<file path="src/rtl/kds_loader.sv">
// Kernel loader for the kernel data shifter: collects one 3x3 kernel per lane
// into a staging buffer, then plays it out column by column over a 3-cycle burst.
module kds_loader #(
    parameter int IO_DATA_WIDTH = 16,
    parameter int NB_LANES      = 12,
    parameter int KERNEL_SIZE   = 3
) (
    input  logic                     clk,
    input  logic                     rst_in,
    input  logic                     start,
    input  logic [IO_DATA_WIDTH-1:0] din,
    input  logic                     din_valid,
    output logic                     din_ready,
    output logic [IO_DATA_WIDTH-1:0] v_1,
    output logic [IO_DATA_WIDTH-1:0] v_2,
    output logic [IO_DATA_WIDTH-1:0] v_3,
    output logic [NB_LANES-1:0]      LE_select,
    output logic                     busy,
    output logic                     done
);

    localparam int DEPTH  = KERNEL_SIZE * KERNEL_SIZE;
    localparam int CNT_W  = $clog2(DEPTH);
    localparam int LANE_W = $clog2(NB_LANES);
    localparam int COL_W  = $clog2(KERNEL_SIZE);

    localparam logic [CNT_W-1:0]  LAST_WORD = CNT_W'(DEPTH - 1);
    localparam logic [COL_W-1:0]  LAST_COL  = COL_W'(KERNEL_SIZE - 1);
    localparam logic [LANE_W-1:0] LAST_LANE = LANE_W'(NB_LANES - 1);

    localparam logic [1:0] S_IDLE    = 2'd0;
    localparam logic [1:0] S_COLLECT = 2'd1;
    localparam logic [1:0] S_BURST   = 2'd2;
    localparam logic [1:0] S_DONE    = 2'd3;

    logic [1:0]               r_state;
    logic [LANE_W-1:0]        r_lane;
    logic [CNT_W-1:0]         r_word_cnt;
    logic [COL_W-1:0]         r_col;
    logic [IO_DATA_WIDTH-1:0] r_staging [DEPTH];

    logic             w_in_burst;
    logic             w_xfer;
    logic [CNT_W-1:0] w_idx1;
    logic [CNT_W-1:0] w_idx2;
    logic [CNT_W-1:0] w_idx3;

    assign w_in_burst = (r_state == S_BURST);
    assign din_ready  = (r_state == S_COLLECT);
    assign w_xfer     = din_ready && din_valid;
    assign busy       = (r_state != S_IDLE);
    assign done       = (r_state == S_DONE);

    always_ff @(posedge clk) begin
        if (rst_in) begin
            r_state    <= S_IDLE;
            r_lane     <= '0;
            r_word_cnt <= '0;
            r_col      <= '0;
        end else begin
            case (r_state)
                S_IDLE: begin
                    if (start) begin
                        r_state    <= S_COLLECT;
                        r_lane     <= '0;
                        r_word_cnt <= '0;
                    end
                end
                S_COLLECT: begin
                    if (din_valid) begin
                        if (r_word_cnt == LAST_WORD) begin
                            r_state    <= S_BURST;
                            r_col      <= '0;
                            r_word_cnt <= '0;
                        end else begin
                            r_word_cnt <= r_word_cnt + 1'b1;
                        end
                    end
                end
                S_BURST: begin
                    if (r_col == LAST_COL) begin
                        r_col <= '0;
                        // Last lane finishes the load instead of wrapping to lane 0.
                        if (r_lane == LAST_LANE) begin
                            r_state <= S_DONE;
                        end else begin
                            r_lane     <= r_lane + 1'b1;
                            r_word_cnt <= '0;
                            r_state    <= S_COLLECT;
                        end
                    end else begin
                        r_col <= r_col + 1'b1;
                    end
                end
                default: begin
                    r_state <= S_IDLE;
                    r_lane  <= '0;
                end
            endcase
        end
    end

    // Staging needs no reset: every entry is rewritten before its lane's burst.
    always_ff @(posedge clk) begin
        if (w_xfer) begin
            r_staging[r_word_cnt] <= din;
        end
    end

    assign w_idx1 = CNT_W'(r_col);
    assign w_idx2 = CNT_W'(r_col) + CNT_W'(KERNEL_SIZE);
    assign w_idx3 = CNT_W'(r_col) + CNT_W'(2 * KERNEL_SIZE);

    always_comb begin
        v_1 = '0;
        v_2 = '0;
        v_3 = '0;
        if (w_in_burst) begin
            v_1 = r_staging[w_idx1];
            v_2 = r_staging[w_idx2];
            v_3 = r_staging[w_idx3];
        end
    end

    genvar gi;
    generate
        for (gi = 0; gi < NB_LANES; gi++) begin : g_le
            assign LE_select[gi] = w_in_burst && (r_lane == LANE_W'(gi));
        end
    endgenerate

endmodule

</file>
<file path="config.mk">
export PLATFORM = sky130hd
export DESIGN_NAME = kds_loader
export DESIGN_NICKNAME = d
export VERILOG_FILES = /design/src/rtl/kds_loader.sv
export SDC_FILE = /design/constraint.sdc
export NUM_CORES = 1
export LEC_CHECK = 0
export CORE_MARGIN = 4
export CORE_UTILIZATION = 35
export CTS_BUF_LIST = sky130_fd_sc_hd__clkbuf_8
export DETAILED_ROUTE_END_ITERATION = 7
export PLACE_DENSITY = 0.58
export SLEW_MARGIN = 5
export SYNTH_ARGS = -nofsm -noshare
export SYNTH_HDL_FRONTEND = slang
export SYNTH_SLANG_ARGS = --single-unit
</file>
<file path="constraint.sdc">
create_clock -name clk -period 3.55 [get_ports clk]
set_clock_uncertainty 0.15 [all_clocks]
set_input_delay 0.355 -clock clk [delete_from_list [all_inputs] [get_ports clk]]
set_output_delay 0.355 -clock clk [all_outputs]
set_load 0.005 [all_outputs]
</file>
* Word level (Yosys, flattened, before mapping) *
Memory sizes are Yosys's and may differ from the RTL's. A register that Yosys moved wholly into a read port is not among the register bits.
Cells that the tools add are included.

operators by class
  mux-type cells = 26
  multipliers = 0
  shifts and indexed selects = 0
  div/mod/pow operators = 0
  order comparisons = 0
  reductions and logical operators = 22
  bitwise gates (word level) = 1
  add/subtract/negate cells = 5
  eq/ne operators = 21

operator list
  kind                                                                      number
  16-bit 2-to-1 mux                                                         3
  4-bit 2-to-1 mux                                                          9
  4-bit case mux with 3 select lines                                        2
  4-bit == test (second input constant)                                     5
  4-bit by 3-bit == test with 1-bit output (second input constant)          4
  2-bit 2-to-1 mux                                                          8
  1-bit logical AND                                                         13
  4-bit by 1-bit adder with 4-bit output (second input constant)            2
  4-bit by 2-bit == test with 1-bit output (second input constant)          2
  4-bit AND reduction                                                       2
  2-bit == test (second input constant)                                     3
  2-bit inequality test (second input constant)                             3
  2-bit case mux with 3 select lines                                        1
  5-bit AND reduction                                                       1
  2-bit by 3-bit adder with 4-bit output (second input constant)            1
  4-bit by 1-bit == test with 1-bit output (second input constant)          1
  4-bit logical NOT                                                         1
  2-bit by 1-bit inequality test with 1-bit output (second input constant)  2
  2-bit case mux with 2 select lines                                        1
  2-bit nonzero test                                                        2
  2-bit by 2-bit adder with 3-bit output (second input constant)            1
  3-bit AND reduction                                                       1
  3-bit nonzero test                                                        1
  2-bit by 1-bit adder with 2-bit output (second input constant)            1
  other kinds (4)                                                           5

storage, ports and cells
  memories kept = 1
  latch bits = 0
  register bits after elaboration = 12
  bits in read-only memories = 0
  memory bits (writable) = 144
  word-level logic and storage cells = 80
  output and inout bits = 63

memory list
  memory     words  bits a word  rd ports  clocked after Yosys merged registers in  write ports  RTL line  source
  r_staging  9      16           3         1                                        1            40        logic [IO_DATA_WIDTH-1:0] r_staging [DEPTH];

* Longest topological paths before layout *
  depth after elaboration = 6
  gate-level depth with buffers = 9
  gate-level depth less buffers = 6

* Worst setup path after synthesis *
OpenSTA, ideal clock, no wires.

  path type = register to output
  start = reg r_col[0]
  end = out v_2[0]
  cell stages (with the launch flop) = 10
  path slack = 0.875 ns
  arrival = 2.170 ns
  buffers on the path = 5
  required time = 3.045 ns
  cell sequence = dfxtp_1 -> buf_6 -> buf_4 -> buf_4 -> inv_1 -> ha_1 -> clkbuf_1 -> buf_2 -> mux4_2 -> a22o_1

between the ends
  cells in the longest elaborated chain, start to end = 3

ends and longest elaborated chain
  what                                    RTL line  source
  start, declared                         39        logic [COL_W-1:0] r_col;
  start signal, assigned                  92        r_col <= r_col + 1'b1;
  2-bit by 2-bit adder with 3-bit output  111       assign w_idx2 = CNT_W'(r_col) + CNT_W'(KERNEL_SIZE);
  memory 9 x 16 bit                       n/a
  16-bit 2-to-1 mux                       118       if (w_in_burst) begin
  end, declared                           15        output logic [IO_DATA_WIDTH-1:0] v_2,

No other way between the ends.

* Final worst setup path *
  start = reg r_col[0]
  end = out v_2[15]

Same word-level chain as after synthesis.

==> results.tsv <==
stage	metric	value	unit
synthesis	cells after synthesis	433	
place	IO Port Bufs	82	
finish	nets@finish	562	
synthesis	synth top area cells	edfxtp_1 60%, mux4_2 12%, dfxtp_1 3.9%, mux4_1 2.9%, mux2i_1 2.4%	
setup_path	Buf/Inv on CP	3	
clocking	CTS resizes	0	
clocking	Clock transition at path regs	0.08	ns
timing	final max-slew violation count	0	
synthesis	Async S/R FF share, synth	0	%
place	DP Cell Count	781	
setup_path	Critical Path End Type	output port	
pwr	IR drop worst, VDD	0.0002222	V
place	RD Place Congestion	0.8019	
floorplanning	Core ar.	20230	µm²
pwr	Lkg Pwr	2.809	nW
floorplanning	Die W	151.5	µm
finish	fraction of layout cells with a size suffix above 1	18.23	%
route	First DRT Iteration DRCs	306	
timing	setup TNS	0	ns
clocking	H-tree depth	4	
setup_path	CP max stage cell	mux4_2	
synthesis	syn_nets	465	
timing	slew margin rel.	41.74	%
synthesis	synthesized flop and latch total	158	
floorplanning	Die Height	151.5	µm
synthesis	post-synthesis mux area share	17.77	%
route	DRC violations left	0	
setup_path	CP arrival	2.67	ns
route	DRT Pass-1 Iters	4	
pwr	PwrDens	420.0	nW/µm²
floorplanning	initial core utilization	35.62	%
setup_path	CP top delay family	buffers and inverters	
setup_path	CP peak stage delay	0.54	ns
place	dpl hpwl	10980	µm
synthesis	post-synthesis cell type count	40	
timing	fin crit share	89.44	%
timing	Peak Freq	0.3149	GHz
synthesis	Post-Synth Simple-Gate Area	8.002	%
finish	Area Overhead vs Synth	21.47	%
synthesis	Synth area leader	edfxtp_1	
route	WL/cell	20.48	µm
grt	number of global-route vias before repair	4243	
finish	diodes inserted	0	
clocking	hold buffer count at CTS	0	
timing	Hold WS	0.4091	ns
timing	crit path time final	3.175	ns
flow_run	max cap viols	0	
setup_path	Worst Setup Start Kind	flip-flop	
route	WL final	16650	µm
synthesis	synthesized cell area	7208	µm²
synthesis	Avg Cell Area, Syn	16.65	µm²
timing	final setup violation count	0	
grt	total grt overflow	0	
synthesis	commonest cells in the synthesized netlist	144 x edfxtp_1, 40 x mux4_2, 39 x nor2_1	
finish	fin util	43.27	%
grt	initial antenna violation count	0	
grt	largest net degree at the start of global routing	51	
synthesis	Post-synth top flop	edfxtp_1	
floorplanning	IO Pins	83	
timing	unrepaired setup endpoints after global routing	no	
clocking	CTS tree	yes	
clocking	clk sink count	158	
synthesis	EDFF count, synth	144	
setup_path	Critical Path Fanout Max	15	
synthesis	Synth Area in Compound Gates	5.086	%
outcome	status	finished, final reports clean	
grt	global-route wire length before repair	25130	µm
route	Vias/cell	5.148	
clocking	Setup Buffers After CTS	0	
timing	worst-margin pin slew	0.8730	ns
timing	final hold violation count	0	
synthesis	largest family of logic cells by synthesized area	multiplexers	
setup_path	critical path required time	3.04	ns
synthesis	sequential share of the synthesized area	63.88	%
setup_path	CP Class	flip-flop to output port	
synthesis	XOR/XNOR share of the synthesized area	0	%
hold_path	HP Class	flip-flop to flip-flop	
synthesis	Synth top area share	59.99	%
setup_path	crit-path cells	inv_1, ha_1, buf_4, mux4_2, a22o_1, clkdlybuf4s50_1	
pwr	Total Power	3.677	mW
floorplanning	DIE AREA	22960	µm²
clocking	Clock Tree Buf Depth	2	
floorplanning	num rows	52	
grt	Global Route Usage Sum	14.90	%
clocking	root buffer cell	clkbuf_8	
synthesis	YS warnings	0	
synthesis	top-count cell post-synth	edfxtp_1	
route	DR vias	4185	
route	Routed Antenna Nets	0	
finish	Post-Layout Cell Count	813	
clocking	clk_lat worst skew	0.44	ns
clocking	TritonCTS Buffers	17	
synthesis	post-synthesis adder-cell area fraction	2.083	%
-- path summary, 6_finish.rpt --
kind	slack (ns)	depth (start not counted)	end	start
worst max register to register	1.19	3	r_staging[8][5]	r_state[0]
worst min register to register	0.41	1	r_lane[0]	r_lane[0]
worst min-delay path	0.41	1	r_lane[0]	r_lane[0]
worst max-delay path	0.37	6	v_2[15]	r_col[0]
-- worst register-to-register path: stages (launching register included) --
cell and delay [ns]:
dfxtp_1 0.53, nor2b_1 0.41, nand3_1 0.21, inv_1 0.69
-- kinds of logic after synthesis --
family                   Yosys count
AO/OA/AOI/OAI                     56
adder cells (fa/ha/maj)           12
buffers and inverters             37
flip-flops                       158
multiplexers                      65
AND/OR/NAND/NOR                  105
-- layout make-up --
class	count	area, µm²
Fill cell	1810	11480
Sequential cell	158	4606
Multi-Input combinational cell	238	2375
Timing Repair Buffer	106	1026
Tap cell	270	337.8
Clock buffer	17	234.0
Clock inverter	15	143.9
Inverter	9	33.78
-- cells in the final DEF (no fill, tap or decap), types with 4 or more instances in the layout --
master / instances
nand2_1: 4
ha_1: 12
o21ai_0: 5
nor3b_1: 4
clkinv_2: 4
and2_1: 21
inv_1: 9
mux4_1: 8
edfxtp_1: 144
a21oi_1: 24
dfxtp_1: 13
nor2b_1: 17
mux4_2: 40
clkbuf_8: 17
nor2_1: 39
clkdlybuf4s50_1: 82
mux2i_1: 17
clkinvlp_4: 4
a22o_1: 16
buf_4: 22
nand3_1: 4
-- where the power goes --
group	internal (mW)	switching [mW]
combinational	0.187	0.168
clock	0.618	0.649
sequential	2.04	0.0141
-- flip-flops by register name, summed over array words and instances, names as in the netlist, named ones only --
register and cells:
r_lane 4, r_col 2, r_state 2, r_staging 144, r_word_cnt 4
-- through the flow --
stage,instance area [µm²],setup slack (ns)
final,8756,0.3748
after CTS,8756,0.3384
after floorplan,7208,0.8753
after global placement,8378,0.8936
after detailed placement,8378,0.8461
after global routing,8756,0.2726
-- metal layers --
metal | vias up | GRT usage (%) | wire (µm)
li1 | 1904 | - | -
met1 | 2160 | 20.01 | 7541
met5 | - | 0 | 0
met2 | 103 | 24.65 | 8322
met4 | 0 | 5.166 | 222
met3 | 18 | 2.558 | 566
(Power assumes the default switching activity.)
